File: src/rtl/pipeline_hazard_controller.sv
// pipeline_hazard_controller: load-use bubbles, branch kill and memory-busy freeze for a 5-stage RV32 pipeline
module pipeline_hazard_controller #(
  parameter int LOAD_LATENCY = 1,
  parameter int MAX_WAIT = 255,
  parameter int CNT_W = 32
) (
  input  logic             clk,
  input  logic             reset,
  input  logic [4:0]       Rs1D,
  input  logic [4:0]       Rs2D,
  input  logic [4:0]       RdE,
  input  logic             MemReadE,
  input  logic             BranchTakenE,
  input  logic             MemBusyM,
  output logic             StallF,
  output logic             StallD,
  output logic             StallE,
  output logic             StallM,
  output logic             FlushD,
  output logic             FlushE,
  output logic [1:0]       hazard_state,
  output logic             mem_timeout,
  output logic [CNT_W-1:0] stall_cycles
);
  typedef enum logic [1:0] {RUN = 2'b00, LOAD_STALL = 2'b01, MEM_WAIT = 2'b10} state_t;
  state_t state_q, state_d;
  logic [2:0] bub_cnt_q, bub_cnt_d;
  logic [7:0] wait_cnt_q, wait_cnt_d;
  logic mem_timeout_q, mem_timeout_d;
  logic [CNT_W-1:0] stall_cycles_q, stall_cycles_d;
  logic lu, in_ls;
  always_comb begin
    lu = MemReadE && RdE != 5'd0 && (RdE == Rs1D || RdE == Rs2D);
    in_ls = state_q == LOAD_STALL;
    StallM = reset && MemBusyM;
    StallE = StallM;
    StallF = reset && (MemBusyM || in_ls || (!BranchTakenE && lu));
    StallD = StallF;
    FlushD = reset && !MemBusyM && !in_ls && BranchTakenE;
    FlushE = reset && !MemBusyM && (in_ls || BranchTakenE || lu);
    wait_cnt_d = !MemBusyM ? 8'd0 : (wait_cnt_q == 8'hff ? wait_cnt_q : wait_cnt_q + 8'd1);
    bub_cnt_d = bub_cnt_q;
    state_d = RUN;
    if (MemBusyM) state_d = in_ls ? LOAD_STALL : MEM_WAIT;
    else if (in_ls) begin
      bub_cnt_d = bub_cnt_q - 3'd1;
      state_d = bub_cnt_q == 3'd1 ? RUN : LOAD_STALL;
    end else if (!BranchTakenE && lu && LOAD_LATENCY > 1) begin
      bub_cnt_d = 3'(LOAD_LATENCY - 1);
      state_d = LOAD_STALL;
    end
    // timeout fires on the edge at which the busy run reaches MAX_WAIT cycles
    mem_timeout_d = mem_timeout_q || (MemBusyM && wait_cnt_d == 8'(MAX_WAIT));
    stall_cycles_d = (StallF && stall_cycles_q != '1) ? stall_cycles_q + CNT_W'(1) : stall_cycles_q;
  end
  always_ff @(posedge clk) begin
    if (!reset) begin
      state_q <= RUN;
      bub_cnt_q <= 3'd0;
      wait_cnt_q <= 8'd0;
      mem_timeout_q <= 1'b0;
      stall_cycles_q <= '0;
    end else begin
      state_q <= state_d;
      bub_cnt_q <= bub_cnt_d;
      wait_cnt_q <= wait_cnt_d;
      mem_timeout_q <= mem_timeout_d;
      stall_cycles_q <= stall_cycles_d;
    end
  end
  assign hazard_state = state_q;
  assign mem_timeout = mem_timeout_q;
  assign stall_cycles = stall_cycles_q;
endmodule

File: config.mk
export PLATFORM = sky130hd
export DESIGN_NAME = pipeline_hazard_controller
export DESIGN_NICKNAME = d
export VERILOG_FILES = /design/src/rtl/pipeline_hazard_controller.sv
export SDC_FILE = /design/constraint.sdc
export NUM_CORES = 1
export LEC_CHECK = 0
export CAP_MARGIN = 20
export CELL_PAD_IN_SITES_DETAIL_PLACEMENT = 1
export CELL_PAD_IN_SITES_GLOBAL_PLACEMENT = 1
export CORE_ASPECT_RATIO = 1.5
export CORE_MARGIN = 3
export CORE_UTILIZATION = 35
export DETAILED_ROUTE_END_ITERATION = 7
export DONT_BUFFER_PORTS = 1
export MAX_ROUTING_LAYER = met4
export PLACE_DENSITY = 0.62
export SYNTH_ARGS = -nofsm -noshare
export SYNTH_HDL_FRONTEND = slang
export SYNTH_SLANG_ARGS = --single-unit
File: constraint.sdc
create_clock -name clk -period 3.2 [get_ports clk]
set_input_delay 0.48 -clock clk [delete_from_list [all_inputs] [get_ports clk]]
set_output_delay 0.48 -clock clk [all_outputs]
set_load 0.02 [all_outputs]
**Word-level counts from Yosys, hierarchy flattened**

Index checks and enable logic that the tools add are counted.

- Register bits after elaboration: 46
- Bits of input ports: 20
- Output and inout port bits: 41
- Logic and storage cells: 44

- Add/sub/neg operators: 3
- Equality and inequality tests: 7
- Muxes and demuxes: 6
- Bitwise gates (word level): 1
- Reductions and logical operators: 22

Operator list:

| kind | count |
|---|---|
| adder 32 x 1 -> 32 bit (second input constant) | 1 |
| != test 32 bit (second input constant) | 1 |
| equality test 8 bit (second input constant) | 2 |
| two-way mux 8 bit | 2 |
| logical AND 1 bit | 11 |
| equality test 5 bit | 2 |
| adder 8 x 1 -> 8 bit (second input constant) | 1 |
| logical OR 1 bit | 6 |
| nonzero test 5 bit | 1 |
| two-way mux 2 bit | 2 |
| equality test 3 x 1 -> 1 bit (second input constant) | 1 |
| zero test 1 bit | 3 |
| subtractor 3 x 1 -> 3 bit (second input constant) | 1 |
| equality test 2 x 1 -> 1 bit (second input constant) | 1 |
| two-way mux 1 bit | 2 |
| AND reduction 2 bit | 1 |
| inverter 1 bit | 1 |

**Depth between registers and ports, before layout**

Gate-level depths: netlist of the first run.

- Depth after elaboration: 7
- Mapped depth: 9
- Mapped depth without buffers: 7

**Worst setup path before layout of the first run**

Ideal clock, no wire load.

- Path kind: input -> output
- Start: in RdE[4]
- End: out StallF
- Data arrival time: 1.742 ns
- Data required time: 2.720 ns
- Path slack: 0.978 ns
- Stages: 7
- Buffers on the path: 1
- Path through: xnor2_1 nand3_1 o22ai_1 nor2b_1 nand2b_1 a21oi_1 buf_4

- Cells in the longest elaborated chain, start to end: 6
- Elaborated cells on any way between the ends: 9
- Classes of those cells: eq/ne: 2; reduce/logical: 7

RTL lines:

| item | RTL line | RTL |
|---|---|---|
| from (decl) | 11 | `input logic [4:0] RdE,` |
| equality test 5 bit / nonzero test 5 bit (equally long branches) | 33 | `lu = MemReadE && RdE != 5'd0 && (RdE == Rs1D \|\| RdE == Rs2D);` |
| logical OR 1 bit / logical AND 1 bit (equally long branches) | 33 |  |
| logical AND 1 bit * | 33 |  |
| logical AND 1 bit * | - |  |
| logical OR 1 bit * | 37 | `StallF = reset && (MemBusyM \|\| in_ls \|\| (!BranchTakenE && lu));` |
| logical AND 1 bit * | 37 |  |
| to (decl) | 15 | `output logic StallF,` |

Mark *: on every way between the ends. The rest lies on a longest branch, timed or not.

**Worst setup path after layout of the first run**

- Start: reg stall_cycles_q[11] (netlist: stall_cycles[11])
- End: reg stall_cycles_q[13] (netlist: stall_cycles[13])

- Cells in the longest elaborated chain, start to end: 2
- Elaborated cells on any way between the ends: 3
- Classes of those cells: add/sub: 1; eq/ne: 1; reduce/logical: 1

RTL lines:

| item | RTL line | RTL |
|---|---|---|
| from (decl) | 30 | `logic [CNT_W-1:0] stall_cycles_q, stall_cycles_d;` |
| from (signal assigned) | 68 | `stall_cycles_q <= stall_cycles_d;` |
| parallel branches: the longest is 2 deep, another holds adder 32 x 1 -> 32 bit | - |  |

Several ways; the timed one is not identified.
A chain may end at the register's enable or synchronous reset.

==> metrics.txt, run 1 <==
status completed; HP Class in2reg; post-synthesis sequential area ratio 0.3744; postcts setup bufs 0; CTS H-tree lvls 2; pin count of the biggest net entering global routing 22; # IOs 61; post-DP HPWL 4.886 mm; crit path time final 2617 ps; most frequent cells in the layout dfxtp_1, nor2_1, nand2_1; final wirelength 6.418 mm; relative slew slack 0.5481; First-pass DRT Iterations 4; CTS tree done; Initial DRC Count 74; Int Power 0.0007797 W; CP Data Required Time 3420 ps; grt met1 use 0.1776; syn_nets 320; Post-Synth XOR/XNOR Area 0.09257; Die ar. 8091 um2; post-cts resize count 0; EDFF count, synth 0; Nets 329; number of vias per cell 5.683; share of post-route cells with drive strength above 1 0.1111; simple-gate share of the synthesized area 0.3321; CTS buffer count 5; clk sinks 46; Synth Instances 296; post-synth top area cell dfxtp_1; Compound-Gate Fraction of Synth Area 0.1104; Rows 36; Comb pwr share 0.075; GR met3 Demand/Resource 0.04244; Synth Area per Inst 8.310 um2; Sw Pwr 0.0002651 W; first-pass GRT wire length 10.45 mm; CTS Hold Bufs 0; Antenna diodes 0; switching share of power 0.2537; Initial Utilization 0.3690; Worst path most repeated cell and4_4; YS warnings 0; FILL cells 822; Placeable Area 6666 um2; routed vias 2171; Worst Path Max Fanout 20; number of global-route vias before repair 2176; setup TNS 0 ps; largest family of logic cells by synthesized area simple AND/OR/NAND/NOR gates; Critical Path Slowest Stage Cell or2_1; sequential power share 0.558; initial antenna violation count 0; Placed Instances 374; Hold Vio Cnt, Final 0; Fin Hold WS 278.4 ps; clock buffer depth 2; DR WL/cell 16.80 um; area grow syn2layout 9.054%; Final Slew Violations 0; GRT Total Usage 0.1718; CP Capture Type flip-flop; Largest delay share family, worst path simple AND/OR/NAND/NOR gates; Die Y 108.7 um; Slowest Stage Delay on Critical Path 590 ps; Clk pwr share 0.367; unrepaired setup endpoints after global routing false; final setup fails 0; maxcap violations 0; CP Launch Type flip-flop; Synth Flop Type dfxtp_1; synth unique cells 47; PortBufs 0; Placer Congestion 0.8643; post-route ant nets 0; PnR Total Power 0.001045 W; IR drop worst, VDD 0.2009 mV; GRT overflow 0; Worst-Skew Late Latency 310 ps; worst path buffer plus inverter count 0; Synth Area in Adders 0.02035; Final Non-Filler Cells 382; worst path cell trace and4_4, and4_4, nand4_4, o21ai_4, or2_1, o311ai_0, o41ai_1; fmax 382.1 MHz; GRT Max-Usage Layer met2; FF+latch count, synth 46; Synth Cell Area 2460 um2; Clock Skew 9.928 ps; Pleak 0.9429 nW; clock root buffer clkbuf_8; register clock-pin slew on the reported worst setup and hold paths 90 ps; Pwr Density 389.5 nW/um2; FFs w/ async S/R, synth 0; DRC Markers 0; CP arrival 2840 ps; Crit Path Class reg2reg; leading post-synthesis cells by cell area dfxtp_1, xnor2_1, nor2_1; Period Utilization, post-route 0.8179; Yosys top cell area share 0.3744; commonest non-fill, non-tap cell in the layout dfxtp_1; worst-margin pin slew 672.7 ps; met2 Usage GRT 0.3094; mux contribution to synthesized area 0.02848; Die Width 74.45 um
cells by family (layout without fill, tap and decap cells):
logic type      after synthesis  in the layout
fa+ha+maj                     4              4
mux                           7              7
xor+xnor                     26             26
flops                        46             46
compound gates               44             44
buf+inv                      20             30
simple gates                149            149
sequential cells by signal, indices dropped and copies added, names as in the netlist:
name / cells
wait_cnt_q: 8
bub_cnt_q: 3
hazard_state: 2
mem_timeout: 1
stall_cycles: 32
per-stage QoR:
step                setup WS [ps]    util  cell area, um2
finish                      582.8  0.4024            2683
global route                355.7  0.4024            2683
CTS                         575.3  0.4024            2683
detailed placement          597.7  0.3881            2587
global placement            684.4  0.3881            2587
floorplan                   978.1       -            2460
synth_stat cells (4+ instances only):
master	number
o21ai_1	8
or3_1	6
inv_1	8
or4_1	4
mux2i_1	7
clkbuf_1	6
nand3_1	21
and4_4	5
dfxtp_1	46
a21oi_1	15
o21ai_0	4
xnor2_1	24
nand2b_1	8
nor3_1	12
nor2_1	31
and3_1	6
nand2_1	27
nor4_1	5
nand4_1	7
ha_1	4
power by group through the flow:
stage | combinational, W | clock, W | sequential (W)
after floorplan | 0.0000657 | 0 | 0.000599
after global placement | 0.0000776 | 0 | 0.000596
after detailed placement | 0.0000801 | 0 | 0.000597
after CTS | 0.0000804 | 0.000409 | 0.000583
after global routing | 0.0000885 | 0.000427 | 0.000584
final | 0.0000786 | 0.000383 | 0.000583
cell type report:
| cell class | instances | area, um2 | area share |
|---|---|---|---|
| clock inverter | 2 | 12.51 | 0.004664 |
| tap | 76 | 95.09 | 0.03545 |
| sequential | 46 | 920.9 | 0.3433 |
| timing repair buffer | 14 | 105.1 | 0.03918 |
| inverter | 8 | 30.03 | 0.01119 |
| clock buffer | 6 | 82.58 | 0.03078 |
| multi-input combinational | 230 | 1436 | 0.5354 |
path summary, 6_finish.rpt:
path | slack [ps] | end | startpoint | cells after the start
worst min register to register | 510 | bub_cnt_q[1]$_SDFFE_PN0P_ | bub_cnt_q[1]$_SDFFE_PN0P_ | 2
worst min-delay path | 280 | hazard_state[0]$_SDFF_PN0_ | reset | 2
worst max-delay path | 580 | stall_cycles[13]$_SDFFE_PN0P_ | stall_cycles[11]$_SDFFE_PN0P_ | 7
worst max register to register | 580 | stall_cycles[13]$_SDFFE_PN0P_ | stall_cycles[11]$_SDFFE_PN0P_ | 7
layer usage:
metal  share of wire  routed length, um
met1            0.41               2608
met2            0.52               3332
met3           0.056                360
met4           0.018                117
met5               0                  0
worst reg2reg max path, delay by kind of cell (launching register included):
kind	cells	cell delay (ps)
AND/OR/NAND/NOR	4	1280
AO/OA/AOI/OAI	3	700
flip-flops	1	550
Power figures use the tool's default switching activity.
==> run 2, diff against run 1 <==
Clock period 3.2 ns to 2.68 ns, I/O delays scaled along.
==> run 2 against run 1 <==
Cell area rose by 3.6%. Highest routed layer unchanged. Flip-flop and latch count did not move. First-iteration DRC count rose by 18%. Critical path depth rose by 1. Total power rose by 20%. Clock power rose by 19%. Global-route usage rose by 0.61 points. Via count rose by 2.2%. Utilization rose by 1.5 points. Sequential share of layout area fell by 1.2 points. Largest power group unchanged. Routed wire length rose by 3.2%.
==> metrics.txt, run 2 (synthesized netlist as in run 1, its figures left out) <==
CP Launch Type flip-flop; CTS H-tree lvls 2 (unchanged); postcts setup bufs 0 (unchanged); fmax 429.4 MHz (+12%); Die Y 108.7 um (unchanged); GRT Total Usage 0.1779 (+0.006128); Clock Skew 9.608 ps (-0.3204 ps); clk sinks 46 (unchanged); switching share of power 0.2528 (-0.0009257); CTS Hold Bufs 0 (unchanged); worst path cell trace nand2_1, nor3_2, nand4_4, o21ai_4, or2_1, buf_4, o311ai_0, o41ai_1; pin count of the biggest net entering global routing 22 (unchanged); DRC Markers 0 (unchanged); commonest non-fill, non-tap cell in the layout dfxtp_1; initial antenna violation count 0 (unchanged); Pwr Density 450.8 nW/um2 (+16%); CP arrival 2530 ps (-310 ps); Critical Path Slowest Stage Cell dfxtp_1; Hold Vio Cnt, Final 0 (unchanged); # IOs 61 (unchanged); HP Class in2reg; Sw Pwr 0.0003168 W (+20%); Slowest Stage Delay on Critical Path 520 ps (-70 ps); Comb pwr share 0.082 (+0.007); most frequent cells in the layout dfxtp_1, nor2_1, nand2_1, buf_4, xnor2_1; CTS buffer count 5 (unchanged); Crit Path Class reg2reg; First-pass DRT Iterations 4 (unchanged); relative slew slack 0.4979 (-0.05018); GRT overflow 0 (unchanged); Die Width 74.45 um (unchanged); post-cts resize count 0 (unchanged); Clk pwr share 0.365 (-0.002); IR drop worst, VDD 0.1953 mV (-2.8%); Worst-Skew Late Latency 300 ps (about the same); Worst Path Max Fanout 14 (-30%); Initial Utilization 0.3690 (unchanged); status completed; sequential power share 0.553 (-0.005); Initial DRC Count 87 (+18%); Rows 36 (unchanged); Pleak 1.012 nW (+7.3%); final core utilization 0.4170 (+0.01464); Period Utilization, post-route 0.8690 (+0.05115); Antenna diodes 0 (unchanged); crit path time final 2329 ps (-288.2 ps); CP Capture Type flip-flop; final setup fails 0 (unchanged); first-pass GRT wire length 10.92 mm (+4.6%); post-route ant nets 0 (unchanged); Largest register FFs 32 (unchanged); clock root buffer clkbuf_8; CP Data Required Time 2880 ps (-540 ps); PortBufs 0 (unchanged); Die ar. 8091 um2 (unchanged); final wirelength 6.626 mm (+3.2%); number of vias per cell 5.615 (-1.2%); clock buffer depth 2 (unchanged); Int Power 0.0009365 W (+20%); post-DP HPWL 5.122 mm (+4.8%); CTS tree done; Placer Congestion 0.8212 (-5.0%); maxcap violations 0 (unchanged); routed vias 2218 (+2.2%); worst-margin pin slew 747.4 ps (+74.69 ps); DR WL/cell 16.77 um (-0.16%); register clock-pin slew on the reported worst setup and hold paths 100 ps (about the same); Nets 342 (+4.0%); Placeable Area 6666 um2 (unchanged); Final Slew Violations 0 (unchanged); number of global-route vias before repair 2314 (+6.3%); unrepaired setup endpoints after global routing false; setup TNS 0 ps (unchanged); area grow syn2layout 13.02%; share of post-route cells with drive strength above 1 0.1473 (+0.03622)
==> run 2: changes by cell type in the layout (fill, tap and decap cells not counted), sizes merged <==
cell / previous run / this run
buf: 14 / 27
==> run 2: area by class of cell <==
type	instances	area, um2
fillers	819	3886
repair buffers	27	202.7
multi-input cells	230	1436
well taps	76	95.09
clock inverters	2	12.51
clock buffers	6	82.58
inverters	8	30.03
flip-flops and latches	46	920.9
==> run 2: power by group through the flow <==
| stage | clock network, W | logic, W | registers [W] |
|---|---|---|---|
| final | 0.000457 | 0.000103 | 0.000693 |
| after detailed placement | 0 | 0.000105 | 0.000709 |
| after floorplan | 0 | 0.0000785 | 0.000715 |
| after global routing | 0.000510 | 0.000115 | 0.000694 |
| after global placement | 0 | 0.000103 | 0.000709 |
| after CTS | 0.000475 | 0.000106 | 0.000693 |
==> run 2: metrics by stage <==
stage / instances / instance area, um2 / setup slack [ps] / power, W / hold slack, ps
after floorplan: 296 / 2460 / 614.1 / 0.0007935 / 478.1
after global placement: 387 / 2685 / 402.1 / 0.0008121 / 486.8
after detailed placement: 387 / 2685 / 329.7 / 0.0008146 / 500.7
after CTS: 395 / 2780 / 311.6 / 0.001274 / 214.3
after global routing: 395 / 2780 / 151.3 / 0.001319 / 209.0
final: 395 / 2780 / 351.0 / 0.001253 / 222.4
==> run 2: critical path: cells and delay by family (launching register included) <==
| family | cells | cell delay, ps |
|---|---|---|
| and+or+nand+nor | 4 | 920 |
| AOI/OAI and AO/OA | 3 | 590 |
| DFF | 1 | 520 |
| buffers and inverters | 1 | 180 |
==> run 2: per-layer routing <==
layer | wire, um | share of wire | GRT usage | vias to the layer above
li1 | - | - | - | 1091
met1 | 2703 | 0.41 | 0.1924 | 1074
met2 | 3566 | 0.54 | 0.3252 | 49
met3 | 309 | 0.047 | 0.03690 | 4
met4 | 46 | 0.0069 | 0.04198 | 0
met5 | 0 | 0 | - | -
==> run 2: worst paths after layout <==
kind	startpoint	endpoint	slack, ps	cells past startpoint
hold / removal	reset	mem_timeout$_SDFF_PN0_	220	2
setup / recovery	stall_cycles[21]$_SDFFE_PN0P_	stall_cycles[13]$_SDFFE_PN0P_	350	8
hold reg to reg	bub_cnt_q[1]$_SDFFE_PN0P_	bub_cnt_q[1]$_SDFFE_PN0P_	510	2
setup reg to reg	stall_cycles[21]$_SDFFE_PN0P_	stall_cycles[13]$_SDFFE_PN0P_	350	8
